<file path="config.mk">
export PLATFORM = sky130hd
export DESIGN_NAME = mac_vector_driver
export DESIGN_NICKNAME = d
export VERILOG_FILES = /design/src/rtl/mac_drv_pkg.sv /design/src/rtl/mac_drv_cnt.sv /design/src/rtl/mac_vector_driver.sv
export SDC_FILE = /design/constraint.sdc
export NUM_CORES = 1
export LEC_CHECK = 0
export BUFFER_PORTS_ARGS = -buffer_cell sky130_fd_sc_hd__buf_4
export CORE_MARGIN = 1
export CORE_UTILIZATION = 42
export DETAILED_ROUTE_END_ITERATION = 8
export PLACE_DENSITY = 0.82
export SLEW_MARGIN = 25
export SYNTH_ARGS = -nofsm -noshare
export SYNTH_HDL_FRONTEND = slang
export SYNTH_SLANG_ARGS = --single-unit
</file>
<file path="constraint.sdc">
create_clock -name clk -period 1.8 [get_ports clk]
set_clock_uncertainty 0.2 [all_clocks]
set_input_delay 0.09 -clock clk [delete_from_list [all_inputs] [get_ports clk]]
set_output_delay 0.09 -clock clk [all_outputs]
set_load 0.01 [all_outputs]
</file>
<file path="src/rtl/mac_drv_pkg.sv">
// Shared types and constants for the MAC vector driver.
// Widths and saturation rails of the 14x14->28-bit MAC, plus the driver FSM encoding.
package mac_drv_pkg;

  localparam int A_W = 14;
  localparam int F_W = 28;

  localparam logic [F_W-1:0] SAT_MAX = 28'h7FFFFFF;
  localparam logic [F_W-1:0] SAT_MIN = 28'h8000000;

  typedef enum logic [1:0] {
    S_CLEAR,
    S_FEED,
    S_DRAIN,
    S_HOLD
  } drv_state_t;

endpackage

</file>
<file path="src/rtl/mac_drv_cnt.sv">
// Clearable up-counter with a terminal flag; used for issue and retire counts.
// Ports: clk, reset (sync, active-high), clr, inc, term (count == TERM).
module mac_drv_cnt #(
  parameter int W    = 4,
  parameter int TERM = 7
) (
  input  logic clk,
  input  logic reset,
  input  logic clr,
  input  logic inc,
  output logic term
);

  localparam logic [W-1:0] TERM_V = W'(TERM);
  localparam logic [W-1:0] LIM_V  = W'(TERM + 1);

  logic [W-1:0] cnt_q;
  logic [W-1:0] cnt_d;

  // Stops at TERM+1 so the count can never wrap back into range.
  always_comb begin
    cnt_d = cnt_q;
    if (clr) begin
      cnt_d = '0;
    end else if (inc && (cnt_q != LIM_V)) begin
      cnt_d = cnt_q + W'(1);
    end
  end

  always_ff @(posedge clk) begin
    if (reset) begin
      cnt_q <= '0;
    end else begin
      cnt_q <= cnt_d;
    end
  end

  assign term = (cnt_q == TERM_V);

endmodule

</file>
<file path="src/rtl/mac_vector_driver.sv">
// Sequencer feeding VEC_LEN operand pairs into the saturating MAC and
// returning the captured dot product on a ready/valid result port.
// Ports: in_* operand stream (ready/valid), mac_* MAC drive/return,
//        res_* result stream (ready/valid); res_sat only when
//        MAC_VECTOR_DRIVER_SAT_DETECT_EN is defined.
module mac_vector_driver
  import mac_drv_pkg::*;
#(
  parameter int VEC_LEN = 8
) (
  input  logic           clk,
  input  logic           reset,
  input  logic           in_valid,
  output logic           in_ready,
  input  logic [A_W-1:0] in_a,
  input  logic [A_W-1:0] in_b,
  output logic           mac_clear,
  output logic           mac_valid_in,
  output logic [A_W-1:0] mac_a,
  output logic [A_W-1:0] mac_b,
  input  logic           mac_valid_out,
  input  logic [F_W-1:0] mac_f,
  output logic           res_valid,
  input  logic           res_ready,
  output logic [F_W-1:0] res_data
`ifdef MAC_VECTOR_DRIVER_SAT_DETECT_EN
  ,
  output logic           res_sat
`endif
);

  localparam int CNT_W = $clog2(VEC_LEN + 1);

  drv_state_t state_q;
  drv_state_t state_d;

  logic accept;
  logic retire;
  logic capture;
  logic issue_term;
  logic retire_term;
  logic cnt_clr;

  logic           mac_valid_in_q;
  logic           mac_valid_in_d;
  logic [A_W-1:0] mac_a_q;
  logic [A_W-1:0] mac_a_d;
  logic [A_W-1:0] mac_b_q;
  logic [A_W-1:0] mac_b_d;
  logic [F_W-1:0] res_data_q;
  logic [F_W-1:0] res_data_d;

  assign accept  = in_valid & in_ready;
  assign cnt_clr = (state_q == S_CLEAR);

  // Returns outside FEED/DRAIN are protocol errors and are dropped.
  assign retire  = mac_valid_out &
                   ((state_q == S_FEED) | (state_q == S_DRAIN));
  assign capture = retire & retire_term;

  mac_drv_cnt #(
    .W    (CNT_W),
    .TERM (VEC_LEN - 1)
  ) u_issue_cnt (
    .clk   (clk),
    .reset (reset),
    .clr   (cnt_clr),
    .inc   (accept),
    .term  (issue_term)
  );

  mac_drv_cnt #(
    .W    (CNT_W),
    .TERM (VEC_LEN - 1)
  ) u_retire_cnt (
    .clk   (clk),
    .reset (reset),
    .clr   (cnt_clr),
    .inc   (retire),
    .term  (retire_term)
  );

  always_ff @(posedge clk) begin
    if (reset) begin
      state_q <= S_CLEAR;
    end else begin
      state_q <= state_d;
    end
  end

  always_comb begin
    state_d = state_q;
    unique case (state_q)
      S_CLEAR: state_d = S_FEED;
      S_FEED: begin
        if (capture) begin
          state_d = S_HOLD;
        end else if (accept && issue_term) begin
          state_d = S_DRAIN;
        end
      end
      S_DRAIN: begin
        if (capture) begin
          state_d = S_HOLD;
        end
      end
      S_HOLD: begin
        if (res_ready) begin
          state_d = S_CLEAR;
        end
      end
    endcase
  end

  always_comb begin
    in_ready  = 1'b0;
    mac_clear = 1'b0;
    res_valid = 1'b0;
    unique case (state_q)
      S_CLEAR: mac_clear = 1'b1;
      S_FEED:  in_ready  = 1'b1;
      S_DRAIN: ;
      S_HOLD:  res_valid = 1'b1;
    endcase
  end

  always_comb begin
    mac_valid_in_d = accept;
    mac_a_d        = accept ? in_a : mac_a_q;
    mac_b_d        = accept ? in_b : mac_b_q;
    res_data_d     = capture ? mac_f : res_data_q;
  end

  always_ff @(posedge clk) begin
    if (reset) begin
      mac_valid_in_q <= 1'b0;
      mac_a_q        <= '0;
      mac_b_q        <= '0;
      res_data_q     <= '0;
    end else begin
      mac_valid_in_q <= mac_valid_in_d;
      mac_a_q        <= mac_a_d;
      mac_b_q        <= mac_b_d;
      res_data_q     <= res_data_d;
    end
  end

  assign mac_valid_in = mac_valid_in_q;
  assign mac_a        = mac_a_q;
  assign mac_b        = mac_b_q;
  assign res_data     = res_data_q;

`ifdef MAC_VECTOR_DRIVER_SAT_DETECT_EN
  logic res_sat_q;
  logic res_sat_d;

  // The MAC pins f to a rail when it saturates.
  always_comb begin
    res_sat_d = res_sat_q;
    if (capture) begin
      res_sat_d = (mac_f == SAT_MAX) | (mac_f == SAT_MIN);
    end
  end

  always_ff @(posedge clk) begin
    if (reset) begin
      res_sat_q <= 1'b0;
    end else begin
      res_sat_q <= res_sat_d;
    end
  end

  assign res_sat = res_sat_q;
`endif

endmodule
</file>
==> metrics.csv <==
stage,metric,value,unit
sta,Max Slew Vio Count,0,
die,Core Area,5990,um2
cells_and_area,layout cell share with drive strength beyond 1,33.5,%
worst_setup_path,Setup crit end kind,register,
grt,largest net degree at the start of global routing,42,
route,drt pass-1 iters,4,
sta,Final Hold Vio Count,0,
logic_synthesis,post-synthesis cell type with the largest combined area,dfxtp_1,
logic_synthesis,Synthesized Nets,387,
cells_and_area,fin area,4420,um2
power,peak supply drop,0.000677,V
logic_synthesis,Synth area leaders,"dfxtp_1, nand2_1, a21oi_1",
grt,first-pass GRT wire length,11800,um
sta,Period minus WS final,1.78,ns
sta,Worst Tran Pin Value,0.445,ns
logic_synthesis,syn avg cell area,8.29,um2
placed_design,Inst Count DP,500,
route,total wire length,8320,um
sta,Tcrit/Tclk final,98.8,%
worst_setup_path,WP data arrival,1.85,ns
power,Psw,1.18,mW
route,drt initial violations,135,
worst_setup_path,"Max FO, Critical Path",28,
worst_setup_path,startpoint types,register,
logic_synthesis,top-area cell type share of the netlist area,50.9,%
logic_synthesis,Synth cell types,32,
logic_synthesis,Syn Inst Count,318,
clocking,clock-pin transition on the worst setup and hold timing paths,0.07,ns
route,WL per Instance,14.4,um
worst_setup_path,"Req. time, crit path",1.87,ns
logic_synthesis,sequential-to-total area share from yosys stat,50.9,%
sta,unrepaired setup endpoints after global routing,true,
cells_and_area,Non-Filler Instances,576,
power,Pwr Density,953,nW/um2
power,power share of the clock group,33.7,%
clocking,H-tree Lvls,3,
logic_synthesis,synth warn,0,
logic_synthesis,top-count cell post-synth,nand2_1,
die,I/O pin count,121,
logic_synthesis,fraction of registers with async set/reset,0,%
power,register share of total power,39.6,%
cells_and_area,nets,565,
worst_setup_path,Crit Path Class,reg -> reg,
grt,vias in the first global route,2654,
die,chip height,81.2,um
power,combinational share of power,26.6,%
logic_synthesis,Main synth FF type,dfxtp_1,
power,P_int,3.03,mW
placed_design,dpl hpwl,4640,um
clocking,TritonCTS buffer count,9,
grt,grt total ovfl,0,
sta,Final Setup Violations,0,
logic_synthesis,Post-synth EDFFs,0,
min_path,Hold Crit Class,in -> reg,
power,Static Leakage,1.86,nW
grt,initial antenna violation count,0,
placed_design,input/output buffers,120,
sta,Max Fclk,562,MHz
clocking,worst-skew pair later-pin latency,0.34,ns
grt,gr usage total,24.0,%
clocking,clock tree buffer depth,2,
die,Die W,81.2,um
die,Initial Util,44.0,%
placed_design,gpl congestion,0.761,
cells_and_area,Inserted Diodes,0,
clocking,clock root buffer,clkbuf_8,
logic_synthesis,Syn Std Cell Area,2640,um2
sta,slew margin rel.,70.3,%
clocking,TritonCTS clock tree,yes,
die,Die ar.,6600,um2
cells_and_area,synth-to-layout area growth,67.6,%
power,Sw Share,28.0,%
logic_synthesis,commonest cells in the synthesized netlist,"nand2_1, dfxtp_1, a21oi_1",
route,vias per cell,4.88,
clocking,Post-CTS Setup Repair Bufs,0,
outcome,outcome,finished clean,
route,vias,2813,
die,row cnt,28,
placed_design,post-place instance area,3580,um2
logic_synthesis,"FF+latch count, synth",67,
route,DRC,0,
job,maxcap violations,0,
route,antenna-violating nets left,0,
clocking,clock sink count,67,
metal layers:
metal	global-route usage (%)	share of wire, %
met2	43.8	52
met1	24.6	39
met4	13.0	2.7
met3	6.97	6.1
met5	0	0
timing repair:
action	CTS	global route
gates resized for setup	2	4
setup endpoints to repair	28	25
hold buffers	57	0
gates cloned	1	2
endpoints found under the hold margin	59	0
pin swaps	1	1
path summary, 6_finish.rpt:
path,depth (start not counted),to,slack [ns],from
min,4,mac_valid_in$_SDFF_PP0_,0.02,in_valid
min reg2reg,2,res_data[20]$_SDFFE_PP0P_,0.26,res_data[20]$_SDFFE_PP0P_
max,7,res_data[3]$_SDFFE_PP0P_,0.02,state_q[1]$_SDFFE_PP0P_
max reg2reg,7,res_data[3]$_SDFFE_PP0P_,0.02,state_q[1]$_SDFFE_PP0P_
per-stage QoR:
step / hold WS (ns) / TNS [ns] / power [mW] / setup WS (ns) / util [%]
CTS: 0.0114 / 0 / 4.19 / 0.00361 / 73.2
global placement: 0.136 / 0 / 2.66 / 0.0523 / 59.8
floorplan: 0.0260 / 0 / 2.24 / 0.0159 / -
detailed placement: 0.144 / -0.164 / 2.68 / -0.0312 / 59.8
finish: 0.0217 / 0 / 4.21 / 0.0213 / 73.8
global route: 0.0395 / -0.0371 / 4.43 / -0.0113 / 73.8
cell families (layout without fill, tap and decap cells):
family | Yosys count | in the layout | synth area share, %
AND/OR/NAND/NOR | 142 | 145 | 22.0
flip-flops | 67 | 67 | 50.9
AO/OA/AOI/OAI | 66 | 66 | 14.9
buffers and inverters | 29 | 209 | 6.41
adder cells (fa/ha/maj) | 8 | 8 | 3.80
XOR/XNOR | 5 | 5 | 1.66
multiplexers | 1 | 1 | 0.380
worst max-delay path, stage by stage, from the launching register on:
cell and delay [ns]:
dfxtp_2 0.36, inv_1 0.07, ha_1 0.34, and3_4 0.21, nand2_2 0.08, buf_12 0.17, nand2_1 0.10, a21oi_2 0.17
layout make-up:
| class | count | area, um2 |
|---|---|---|
| clock buffers | 12 | 155 |
| clock inverters | 4 | 72.6 |
| fillers | 418 | 1570 |
| inverters | 8 | 30.0 |
| multi-input cells | 225 | 1170 |
| flip-flops and latches | 67 | 1340 |
| well taps | 75 | 93.8 |
| repair buffers | 185 | 1560 |
power by group through the flow:
stage | sequential (mW) | combinational (mW) | clock (mW)
after global routing | 1.68 | 1.21 | 1.53
after detailed placement | 1.70 | 0.981 | 0
after floorplan | 1.74 | 0.506 | 0
after CTS | 1.67 | 1.09 | 1.44
after global placement | 1.69 | 0.962 | 0
final | 1.67 | 1.12 | 1.42
cells in the final DEF, fill, tap and decap left out, types with 3 or more instances in the layout:
master,netlist,final
xor2_1,3,3
and2_2,0,3
dfxtp_1,67,65
buf_4,3,126
clkbuf_8,0,11
nand3_1,7,6
a21oi_1,49,49
a21oi_2,11,11
nor2_1,7,7
nand2_1,116,116
dlygate4sd3_1,0,57
inv_1,8,8
ha_1,8,8
registers in the layout (all words and copies together), names as in the netlist:
signal	cells
state_q	2
mac_b	14
u_issue_cnt.cnt_q	4
res_data	28
mac_a	14
u_retire_cnt.cnt_q	4
mac_valid_in	1
Power figures use the tool's default switching activity.
